$ cat config.mk
export PLATFORM = sky130hd
export DESIGN_NAME = mem_port_arbiter
export DESIGN_NICKNAME = d
export VERILOG_FILES = /design/src/rtl/arb_pkg.sv /design/src/rtl/mux2.sv /design/src/rtl/mem_port_arbiter.sv
export SDC_FILE = /design/constraint.sdc
export NUM_CORES = 1
export LEC_CHECK = 0
export CAP_MARGIN = 5
export CORE_MARGIN = 4
export CORE_UTILIZATION = 30
export CTS_CLUSTER_DIAMETER = 120
export CTS_CLUSTER_SIZE = 20
export DETAILED_ROUTE_END_ITERATION = 16
export PLACE_DENSITY_LB_ADDON = 0.12
export RECOVER_POWER = 25
export SYNTH_ARGS = -nofsm -noshare
export SYNTH_HDL_FRONTEND = slang
export SYNTH_HIERARCHICAL = 1
export SYNTH_SLANG_ARGS = --single-unit
export TNS_END_PERCENT = 10
$ cat constraint.sdc
create_clock -name clk -period 4.6 [get_ports clk]
set_clock_uncertainty 0.15 [all_clocks]
set_input_delay 0.69 -clock clk [delete_from_list [all_inputs] [get_ports clk]]
set_output_delay 0.69 -clock clk [all_outputs]
set_load 0.02 [all_outputs]
$ cat src/rtl/arb_pkg.sv
// Shared encodings for the memory-port arbiter: FSM states, owner identities
// and the round-robin tie-break rule.
package arb_pkg;

    localparam logic [1:0] IDLE   = 2'd0;
    localparam logic [1:0] BUSY_A = 2'd1;
    localparam logic [1:0] BUSY_B = 2'd2;
    localparam logic [1:0] DONE   = 2'd3;

    typedef enum logic [1:0] {
        StIdle  = IDLE,
        StBusyA = BUSY_A,
        StBusyB = BUSY_B,
        StDone  = DONE
    } state_t;

    localparam logic OWN_A = 1'b0;
    localparam logic OWN_B = 1'b1;

    // A wins when it is the sole requester, or on a tie when B owned the port last.
    function automatic logic pick_a(input logic a_req, input logic b_req, input logic last);
        return a_req && (!b_req || (last == OWN_B));
    endfunction

endpackage

$ cat src/rtl/mux2.sv
// 16-bit two-input multiplexer: sel=0 passes a, sel=1 passes b.
module mux2 (
    input  logic [15:0] a,
    input  logic [15:0] b,
    input  logic        sel,
    output logic [15:0] y
);

    assign y = sel ? b : a;

endmodule

$ cat src/rtl/mem_port_arbiter.sv
// Round-robin arbiter and handshake sequencer for the shared 16-bit memory port,
// with one-cycle done pulses and a stall timeout that aborts the transaction.
module mem_port_arbiter
    import arb_pkg::*;
#(
    parameter int unsigned TIMEOUT = 15,
    parameter int unsigned CNT_W   = 4
) (
    input  logic        clk,
    input  logic        rst_n,

    input  logic        a_req,
    input  logic [15:0] a_addr,
    input  logic [15:0] a_wdata,
    input  logic        a_we,
    output logic        a_gnt,
    output logic        a_done,

    input  logic        b_req,
    input  logic [15:0] b_addr,
    input  logic [15:0] b_wdata,
    input  logic        b_we,
    output logic        b_gnt,
    output logic        b_done,

    output logic        m_valid,
    output logic [15:0] m_addr,
    output logic [15:0] m_wdata,
    output logic        m_we,
    input  logic        m_ready,
    input  logic [15:0] m_rdata,

    output logic [15:0] rdata,
    output logic        err
);

    localparam logic [CNT_W-1:0] TO_LAST = CNT_W'((TIMEOUT == 0) ? 0 : TIMEOUT - 1);

    state_t           state;
    logic             last;
    logic             sel;
    logic [CNT_W-1:0] cnt;
    logic             timeout_hit;

    assign timeout_hit = (TIMEOUT != 0) && (cnt == TO_LAST);

    mux2 u_addr_mux (
        .a   (a_addr),
        .b   (b_addr),
        .sel (sel),
        .y   (m_addr)
    );

    mux2 u_wdata_mux (
        .a   (a_wdata),
        .b   (b_wdata),
        .sel (sel),
        .y   (m_wdata)
    );

    always_ff @(posedge clk or negedge rst_n) begin
        if (!rst_n) begin
            state   <= StIdle;
            last    <= OWN_B;
            sel     <= OWN_A;
            cnt     <= '0;
            a_gnt   <= 1'b0;
            b_gnt   <= 1'b0;
            a_done  <= 1'b0;
            b_done  <= 1'b0;
            m_valid <= 1'b0;
            m_we    <= 1'b0;
            err     <= 1'b0;
            rdata   <= '0;
        end else begin
            case (state)
                StIdle: begin
                    if (a_req || b_req) begin
                        cnt     <= '0;
                        m_valid <= 1'b1;
                        if (pick_a(a_req, b_req, last)) begin
                            state <= StBusyA;
                            a_gnt <= 1'b1;
                            sel   <= OWN_A;
                            m_we  <= a_we;
                        end else begin
                            state <= StBusyB;
                            b_gnt <= 1'b1;
                            sel   <= OWN_B;
                            m_we  <= b_we;
                        end
                    end
                end
                StBusyA, StBusyB: begin
                    // m_ready takes priority over a coincident timeout.
                    if (m_ready || timeout_hit) begin
                        state   <= StDone;
                        a_gnt   <= 1'b0;
                        b_gnt   <= 1'b0;
                        m_valid <= 1'b0;
                        m_we    <= 1'b0;
                        last    <= (state == StBusyB) ? OWN_B : OWN_A;
                        a_done  <= (state == StBusyA);
                        b_done  <= (state == StBusyB);
                        err     <= !m_ready;
                        rdata   <= m_ready ? m_rdata : 16'h0000;
                    end else begin
                        cnt <= cnt + 1'b1;
                    end
                end
                StDone: begin
                    state  <= StIdle;
                    a_done <= 1'b0;
                    b_done <= 1'b0;
                    err    <= 1'b0;
                end
                default: state <= StIdle;
            endcase
        end
    end

endmodule

==> flow_metrics.env, run 1 <==
export IMPL_hold_viol_final=0
export IMPL_vias=1790
export IMPL_max_stage_delay_ns=1.07
export IMPL_cts_tree="done"
export IMPL_diodes=0
export IMPL_io_pins=142
export IMPL_synthCells=157
export IMPL_core_sq_um=6060
export IMPL_root_buffer="clkbuf_8"
export IMPL_ys_warn_count=6
export IMPL_synth_area_sq_um=1910
export IMPL_dr_pass1_iters=4
export IMPL_grtUsageTotal_pct=16.1
export IMPL_drtAntennaViolNets=0
export IMPL_hold_buffers=0
export IMPL_hpwlAfterDp_mm=5.15
export IMPL_utilization_pct=56.2
export IMPL_path_max_fanout=24
export IMPL_die_area_sq_um=7700
export IMPL_crit_cells=3
export IMPL_yosysSeqAreaShare_pct=40.7
export IMPL_critical_path_top_delay_family="flip-flops"
export IMPL_synth_seq_cells=31
export IMPL_grt_ovfl_total=0
export IMPL_vdd_ir_drop_max_uv=302
export IMPL_power_leakage_nw=1.47
export IMPL_start_util_pct=31.5
export IMPL_numPortBuffers=141
export IMPL_cp_arrival_ns=2.58
export IMPL_clkTransAtPathRegs_ns=0.06
export IMPL_final_net_count=389
export IMPL_drcViolationCount=0
export IMPL_start_kind="register"
export IMPL_synth_top_area_share_pct=39.3
export IMPL_slowest_stage="dfrtp_1"
export IMPL_violations="capacitance limit, slew limit"
export IMPL_grt_pass1_vias=1794
export IMPL_crit_path_end_kind="output port"
export IMPL_gp_congestion=0.809
export IMPL_die_x_um=87.8
export IMPL_status="complete, but fails checks"
export IMPL_cts_buffers=5
export IMPL_syn2layout_area_growth_pct=78.5
export IMPL_cts_setup_buffers=0
export IMPL_netlist_top_cell_by_area="dfrtp_1"
export IMPL_ys_top_cells_by_area="dfrtp_1 39%, mux2_4 16%, mux2_2 8.8%, a22o_1 7.8%, ha_1 3.9%"
export IMPL_clk_path_buf_depth=2
export IMPL_die_y_um=87.8
export IMPL_grt_pass1_wl_mm=9.55
export IMPL_cp_data_required_time_ns=3.76
export IMPL_routed_via_density=4.82
export IMPL_path_buf_inv=2
export IMPL_cts_sinks=31
export IMPL_setup_viol=0
export IMPL_slew_headroom_pct=-16.0
export IMPL_r2r_cells=6
export IMPL_rsz0062_at_grt="no"
export IMPL_maxCapViolations=1
export IMPL_antenna_found_initial=0
export IMPL_drive_gt1_share_pct=16.2
export IMPL_tightest_slew_ns=1.74
export IMPL_max_freq_mhz=292
export IMPL_hp_class="register to register"
export IMPL_fill_cells=518
export IMPL_clk_latency_ns=0.27
export IMPL_synth_cell_types=31
export IMPL_final_period_utilization_pct=74.4
export IMPL_powerDensity_nw_per_um2=606
export IMPL_drtIter0Drc=29
export IMPL_cts_htree_levels=2
export IMPL_syn_avg_cell_area_sq_um=12.2
export IMPL_final_common_cell="clkdlybuf4s50_1"
export IMPL_post_route_min_period_ns=3.42
export IMPL_wl_mm=6.61
export IMPL_maxSlewViolCount=32
export IMPL_cp_cell_sequence="buf_4 -> mux2_4 -> clkdlybuf4s50_1"
export IMPL_cts_repair_resized=0
export IMPL_path_class="register to output port"
export IMPL_syn_nets=250
export IMPL_final_cell_mix="140 x clkdlybuf4s50_1, 30 x dfrtp_1, 20 x mux2_4"
export IMPL_rows=28
export IMPL_wl_per_cell_um=17.8
export IMPL_fin_tns_setup_ns=0
export IMPL_grt_max_degree=32
export IMPL_holdPathStages=1
==> flip-flops by register name, summed over array words and instances (netlist names) <==
signal / count
m_we: 1
m_valid: 1
err: 1
a_gnt: 1
last: 1
a_done: 1
state: 2
b_done: 1
b_gnt: 1
sel: 1
rdata: 16
cnt: 4
==> where the power goes <==
part	switching, W	internal (W)	total (W)
combinational	0.000624	0.000698	0.00132
clock	0.0000983	0.000117	0.000216
sequential	0.000125	0.000402	0.000527
total	0.000848	0.00122	0.00206
==> through the flow <==
stage / hold slack (ns) / total power (W) / setup WS, ns / cell area [sq um] / instances
after floorplan: 0.244 / 0.00137 / 2.76 / 1910 / 157
after global placement: 0.334 / 0.00186 / 1.47 / 3320 / 364
after detailed placement: 0.332 / 0.00187 / 1.45 / 3320 / 364
after CTS: 0.353 / 0.00209 / 1.15 / 3410 / 371
after global routing: 0.375 / 0.00220 / 1.04 / 3410 / 371
final: 0.350 / 0.00206 / 1.18 / 3410 / 371
==> final timing paths <==
kind	startpoint	to	slack (ns)
max in group asynchronous	rst_n	cnt[0]	2.03
min in group asynchronous	rst_n	a_done	1.27
max reg2reg	cnt[0]	cnt[3]	2.28
min	rdata[13]	rdata[13]	0.35
min reg2reg	rdata[13]	rdata[13]	0.35
max	sel	m_addr[6]	1.18
==> final cells by class <==
type	instances	area, sq um	share of cell area [%]
repair buffers	143	1420	41.7
multi-input cells	108	1000	29.4
flip-flops and latches	31	777	22.8
well taps	75	93.8	2.75
clock buffers	6	82.6	2.42
inverters	7	26.3	0.771
clock inverters	1	5.00	0.147
==> layer usage <==
| metal | GRT usage, % | vias up | share of wire [%] |
|---|---|---|---|
| met2 | 25.9 | 92 | 45 |
| met1 | 18.8 | 831 | 39 |
| met3 | 7.24 | 13 | 13 |
| met5 | 0 | - | 0 |
| met4 | 6.56 | 0 | 2.5 |
| li1 | - | 854 | - |
==> cell families after synthesis <==
group                    count (synthesis)  synth area share (%)
AO/OA/AOI/OAI                           43                  17.4
multiplexers                            36                  25.1
flip-flops                              31                  40.7
AND/OR/NAND/NOR                         23                  5.96
buffers and inverters                   18                  6.88
adder cells (fa/ha/maj)                  6                  3.93
==> synthesized netlist by cell type <==
master / count
dfrtp_1: 30
mux2_4: 20
a22o_1: 17
mux2_2: 15
o21ai_0: 11
nand2_1: 10
inv_1: 7
ha_1: 6
buf_2: 4
o31ai_1: 4
a21oi_1: 3
and2_1: 3
buf_6: 3
nand2b_1: 3
nand3_1: 3
buf_12: 2
o32ai_1: 2
a221o_1: 1
a2bb2oi_1: 1
a31oi_4: 1
buf_4: 1
clkbuf_1: 1
dfstp_2: 1
mux2i_1: 1
nor2_1: 1
nor3_1: 1
o211ai_2: 1
o21ai_1: 1
o21ai_2: 1
or2_2: 1
or3b_1: 1
(Power assumes the default switching activity.)
==> inputs of run 2 (changes only) <==
==> constraint.sdc (replaced) <==
create_clock -name clk -period 3.5 [get_ports clk]
set_clock_uncertainty 0.15 [all_clocks]
set_input_delay 0.525 -clock clk [delete_from_list [all_inputs] [get_ports clk]]
set_output_delay 0.525 -clock clk [all_outputs]
set_load 0.02 [all_outputs]
==> run 2 against run 1 <==
Register-to-register slack worse by 0.78 ns. Largest cell class unchanged. Clock power increased by 24%. The run still ends with capacitance limit, slew limit left. Clock-buffer cell count is 1 higher. Largest power group unchanged. Cell count grew 0.81%. Die area is the same. Critical path type unchanged. Non-clock buffer count increased by 2. Critical path depth stayed put. Sequential power rose by 21%. Total power is 31% higher. First-iteration DRC count is 6.9% lower.
==> flow_metrics.env, run 2 (synthesis gave the netlist of run 1 again) <==
export IMPL_setup_slack_ns=0.930
export IMPL_regArea_sq_um=777
export IMPL_tightest_slew_ns=1.68
export IMPL_drtAntennaViolNets=0
export IMPL_path_max_fanout=22
export IMPL_numPlacedInstances=366
export IMPL_regMostFlops="rdata"
export IMPL_setup_viol=0
export IMPL_cp_arrival_ns=1.89
export IMPL_grt_pass1_wl_mm=9.91
export IMPL_multi_input_area_sq_um=1000
export IMPL_clkTransAtPathRegs_ns=0.06
export IMPL_powerDensity_nw_per_um2=793
export IMPL_grt_pass1_vias=1824
export IMPL_cts_buffers=5
export IMPL_final_net_count=391
export IMPL_rows=28
export IMPL_dp_slack_ns=1.05
export IMPL_die_x_um=87.8
export IMPL_critical_path_top_delay_family="buffers and inverters"
export IMPL_grt_ovfl_total=0
export IMPL_cts_htree_levels=2
export IMPL_path_buf_inv=2
export IMPL_wl_per_cell_um=17.8
export IMPL_hold_buffers=0
export IMPL_fill_cells=552
export IMPL_wl_mm=6.65
export IMPL_drtIter0Drc=27
export IMPL_utilization_pct=56.4
export IMPL_power_leakage_nw=1.48
export IMPL_largestRegisters="rdata (16), cnt (4), state (2)"
export IMPL_crit_path_end_kind="output port"
export IMPL_status="complete, but fails checks"
export IMPL_cp_data_required_time_ns=2.82
export IMPL_cts_tree="done"
export IMPL_final_common_cell="clkdlybuf4s50_1"
export IMPL_violations="capacitance limit, slew limit"
export IMPL_clk_latency_ns=0.28
export IMPL_final_cell_mix="140 x clkdlybuf4s50_1, 30 x dfrtp_1, 20 x mux2_4"
export IMPL_core_sq_um=6060
export IMPL_gp_congestion=0.791
export IMPL_dr_pass1_iters=4
export IMPL_max_freq_mhz=389
export IMPL_layoutNonFillerInstCount=374
export IMPL_drive_gt1_share_pct=16.4
export IMPL_rsz0062_at_grt="no"
export IMPL_cts_sinks=31
export IMPL_slowest_stage="clkdlybuf4s50_1"
export IMPL_root_buffer="clkbuf_8"
export IMPL_cts_setup_buffers=0
export IMPL_hpwlAfterDp_mm=5.32
export IMPL_fin_tns_setup_ns=0
export IMPL_clk_path_buf_depth=2
export IMPL_antenna_found_initial=0
export IMPL_max_stage_delay_ns=0.56
export IMPL_final_period_utilization_pct=73.4
export IMPL_syn2layout_area_growth_pct=79.0
export IMPL_start_kind="register"
export IMPL_numPortBuffers=141
export IMPL_die_area_sq_um=7700
export IMPL_hp_class="register to register"
export IMPL_grtUsageTotal_pct=16.7
export IMPL_maxCapViolations=1
export IMPL_maxSlewViolCount=32
export IMPL_die_y_um=87.8
export IMPL_vdd_ir_drop_max_uv=458
export IMPL_diodes=0
export IMPL_io_pins=142
export IMPL_hold_viol_final=0
export IMPL_grt_max_degree=32
export IMPL_cp_cell_sequence="buf_4 -> mux2_2 -> clkdlybuf4s50_1"
export IMPL_post_route_min_period_ns=2.57
export IMPL_start_util_pct=31.5
export IMPL_path_class="register to output port"
export IMPL_vias=1766
export IMPL_largest_reg_flops=16
export IMPL_cts_repair_resized=0
export IMPL_routed_via_density=4.72
export IMPL_slew_headroom_pct=-12.1
export IMPL_drcViolationCount=0
-- run 2: worst paths after layout --
check                          from           to  slack [ns]  cells past startpoint
min reg2reg                rdata[3]     rdata[3]        0.35                      1
min in group asynchronous     rst_n          err        1.06                      2
max reg2reg                state[1]     rdata[1]        1.50                      4
min                        rdata[3]     rdata[3]        0.35                      1
max in group asynchronous     rst_n    rdata[13]        1.16                      2
max                             sel  m_wdata[13]        0.93                      3
-- run 2: metal layers --
layer | global-route usage (%) | vias to the layer above | share of wire (%)
met4 | 4.18 | 0 | 0.93
met5 | 0 | - | 0
met2 | 28.2 | 84 | 47
met1 | 20.8 | 823 | 41
li1 | - | 854 | -
met3 | 5.17 | 5 | 10
-- run 2: per-stage QoR --
step	hold WS [ns]	cell area, sq um	power [W]
2_1_floorplan	0.0794	1910	0.00180
4_1_cts	0.353	3420	0.00275
3_5_place_dp	0.332	3340	0.00247
3_3_place_gp	0.333	3340	0.00246
5_1_grt	0.377	3420	0.00290
6_report	0.345	3420	0.00271
-- run 2: report_power, final --
group	internal, W	switching (W)	total (W)
registers	0.000529	0.000108	0.000637
clock network	0.000139	0.000128	0.000267
logic	0.000925	0.000881	0.00181
-- run 2: area by class of cell --
type	count	area share, %
Clock buffer	7	2.23
Clock inverter	1	0.146
Inverter	7	0.769
Multi-Input combinational cell	108	29.3
Sequential cell	31	22.7
Tap cell	75	2.75
Timing Repair Buffer	145	42.1
==> inputs of run 3 (changes only) <==
==> constraint.sdc (replaced) <==
create_clock -name clk -period 2.3 [get_ports clk]
set_clock_uncertainty 0.15 [all_clocks]
set_input_delay 0.345 -clock clk [delete_from_list [all_inputs] [get_ports clk]]
set_output_delay 0.345 -clock clk [all_outputs]
set_load 0.02 [all_outputs]
==> run 3 against run 2 <==
The flow now finishes without violations. Critical path type unchanged. Wire length shrank 0.63%. First-iteration DRC count grew 67%. Cell count grew 0.53%. Global-route usage shrank 0.55 points. Combinational power grew 53%.
==> flow_metrics.env, run 3 (synthesis gave the netlist of run 1 again) <==
export IMPL_met1_usage_pct=20.3
export IMPL_numPortBuffers=141
export IMPL_max_freq_mhz=444
export IMPL_core_sq_um=6060
export IMPL_r2r_cells=5
export IMPL_hold_start="rdata[14]"
export IMPL_tightest_slew_ns=0.762
export IMPL_final_period_utilization_pct=97.9
export IMPL_clk_latency_ns=0.28
export IMPL_grtUsageTotal_pct=16.1
export IMPL_vdd_ir_drop_max_uv=638
export IMPL_vias=1814
export IMPL_drcViolationCount=0
export IMPL_die_x_um=87.8
export IMPL_slowest_stage="clkdlybuf4s50_1"
export IMPL_crit_path_end_kind="output port"
export IMPL_critical_path_top_delay_family="buffers and inverters"
export IMPL_die_area_sq_um=7700
export IMPL_setup_slack_ns=0.0493
export IMPL_clkTransAtPathRegs_ns=0.07
export IMPL_hpwlAfterDp_mm=5.33
export IMPL_busiest_layer="met2"
export IMPL_fin_tns_setup_ns=0
export IMPL_holdPathStages=1
export IMPL_grt_ovfl_total=0
export IMPL_powerDensity_nw_per_um2=1210
export IMPL_maxCapViolations=0
export IMPL_grt_max_degree=34
export IMPL_setup_viol=0
export IMPL_hold_buffers=0
export IMPL_rows=28
export IMPL_hold_viol_final=0
export IMPL_cts_setup_buffers=0
export IMPL_drtAntennaViolNets=0
export IMPL_hp_class="register to register"
export IMPL_start_kind="register"
export IMPL_final_net_count=393
export IMPL_cts_tree="done"
export IMPL_syn2layout_area_growth_pct=81.1
export IMPL_worstReg2RegStart="state[0]"
export IMPL_root_buffer="clkbuf_8"
export IMPL_largest_reg_flops=16
export IMPL_dr_pass1_iters=4
export IMPL_largestRegisters="rdata (16), cnt (4), state (2)"
export IMPL_final_cell_mix="127 x clkdlybuf4s50_1, 29 x dfrtp_1, 20 x mux2_4"
export IMPL_wl_mm=6.60
export IMPL_cp_arrival_ns=1.76
export IMPL_post_route_min_period_ns=2.25
export IMPL_maxSlewViolCount=0
export IMPL_max_stage_delay_ns=0.56
export IMPL_grt_pass1_wl_mm=9.66
export IMPL_cp_data_required_time_ns=1.80
export IMPL_cts_buffers=5
export IMPL_path_max_fanout=17
export IMPL_cp_cell_sequence="buf_12 -> mux2_4 -> clkdlybuf4s50_1"
export IMPL_slew_headroom_pct=49.2
export IMPL_path_buf_inv=2
export IMPL_status="completed"
export IMPL_cts_sinks=31
export IMPL_final_common_cell="clkdlybuf4s50_1"
export IMPL_rsz0062_at_grt="no"
export IMPL_use_met3_pct=4.70
export IMPL_clk_path_buf_depth=2
export IMPL_power_leakage_nw=1.52
export IMPL_cts_htree_levels=2
export IMPL_die_y_um=87.8
export IMPL_rrSetupSlack_ns=0.31
export IMPL_gp_congestion=0.807
export IMPL_whs_ns=0.348
export IMPL_drive_gt1_share_pct=17.9
export IMPL_path_class="register to output port"
export IMPL_grt_pass1_vias=1824
export IMPL_antenna_found_initial=0
export IMPL_start_util_pct=31.5
export IMPL_cp_startpoint="sel"
export IMPL_regMostFlops="rdata"
export IMPL_drtIter0Drc=45
export IMPL_gr_usage_met2_pct=26.8
export IMPL_wl_per_cell_um=17.6
export IMPL_dp_slack_ns=0.214
export IMPL_routed_via_density=4.82
export IMPL_crit_cells=3
export IMPL_io_pins=142
export IMPL_diodes=0
run 3: area by class of cell:
class | instances | area [sq um]
well taps | 75 | 93.8
flip-flops and latches | 31 | 778
clock buffers | 7 | 86.3
fillers | 548 | 2600
repair buffers | 147 | 1470
inverters | 7 | 26.3
multi-input cells | 108 | 1000
clock inverters | 1 | 5.00
run 3: worst register-to-register path, delay by kind of cell (launching register included):
| kind | cells | cell delay [ns] |
|---|---|---|
| adders and majority gates | 1 | 0.47 |
| AOI/OAI and AO/OA | 2 | 0.43 |
| DFF | 1 | 0.42 |
| and+or+nand+nor | 1 | 0.32 |
| buffers and inverters | 1 | 0.10 |
run 3: power breakdown:
| part | internal (W) | switching [W] |
|---|---|---|
| Combinational | 0.00143 | 0.00134 |
| Clock | 0.000241 | 0.000192 |
| Sequential | 0.000807 | 0.000175 |
| Total | 0.00248 | 0.00171 |
run 3: final timing paths:
path                               to
min in group asynchronous      cnt[3]
min                         rdata[14]
max                        m_wdata[6]
max in group asynchronous         sel
max reg2reg                  state[0]
min reg2reg                 rdata[14]
run 3: what timing repair did:
action | in CTS | in global routing
gates cloned | 0 | 1
endpoints found under the setup margin | 13 | 19
gates resized for setup | 13 | 1
pin swaps | 0 | 0
run 3: stage by stage:
stage	util (%)	cells	total power [W]	instance area [sq um]
global placement	55.4	367	0.00378	3360
detailed placement	55.4	367	0.00380	3360
CTS	56.7	375	0.00420	3430
finish	57.1	376	0.00419	3460
global route	57.1	376	0.00445	3460
floorplan	-	157	0.00274	1910
run 3: layer usage:
metal	part of all wire, %	up-vias	routed length, um
met5	0	-	0
met4	2.6	0	173
met3	11	11	697
met2	46	88	3040
met1	41	850	2690
li1	-	865	-
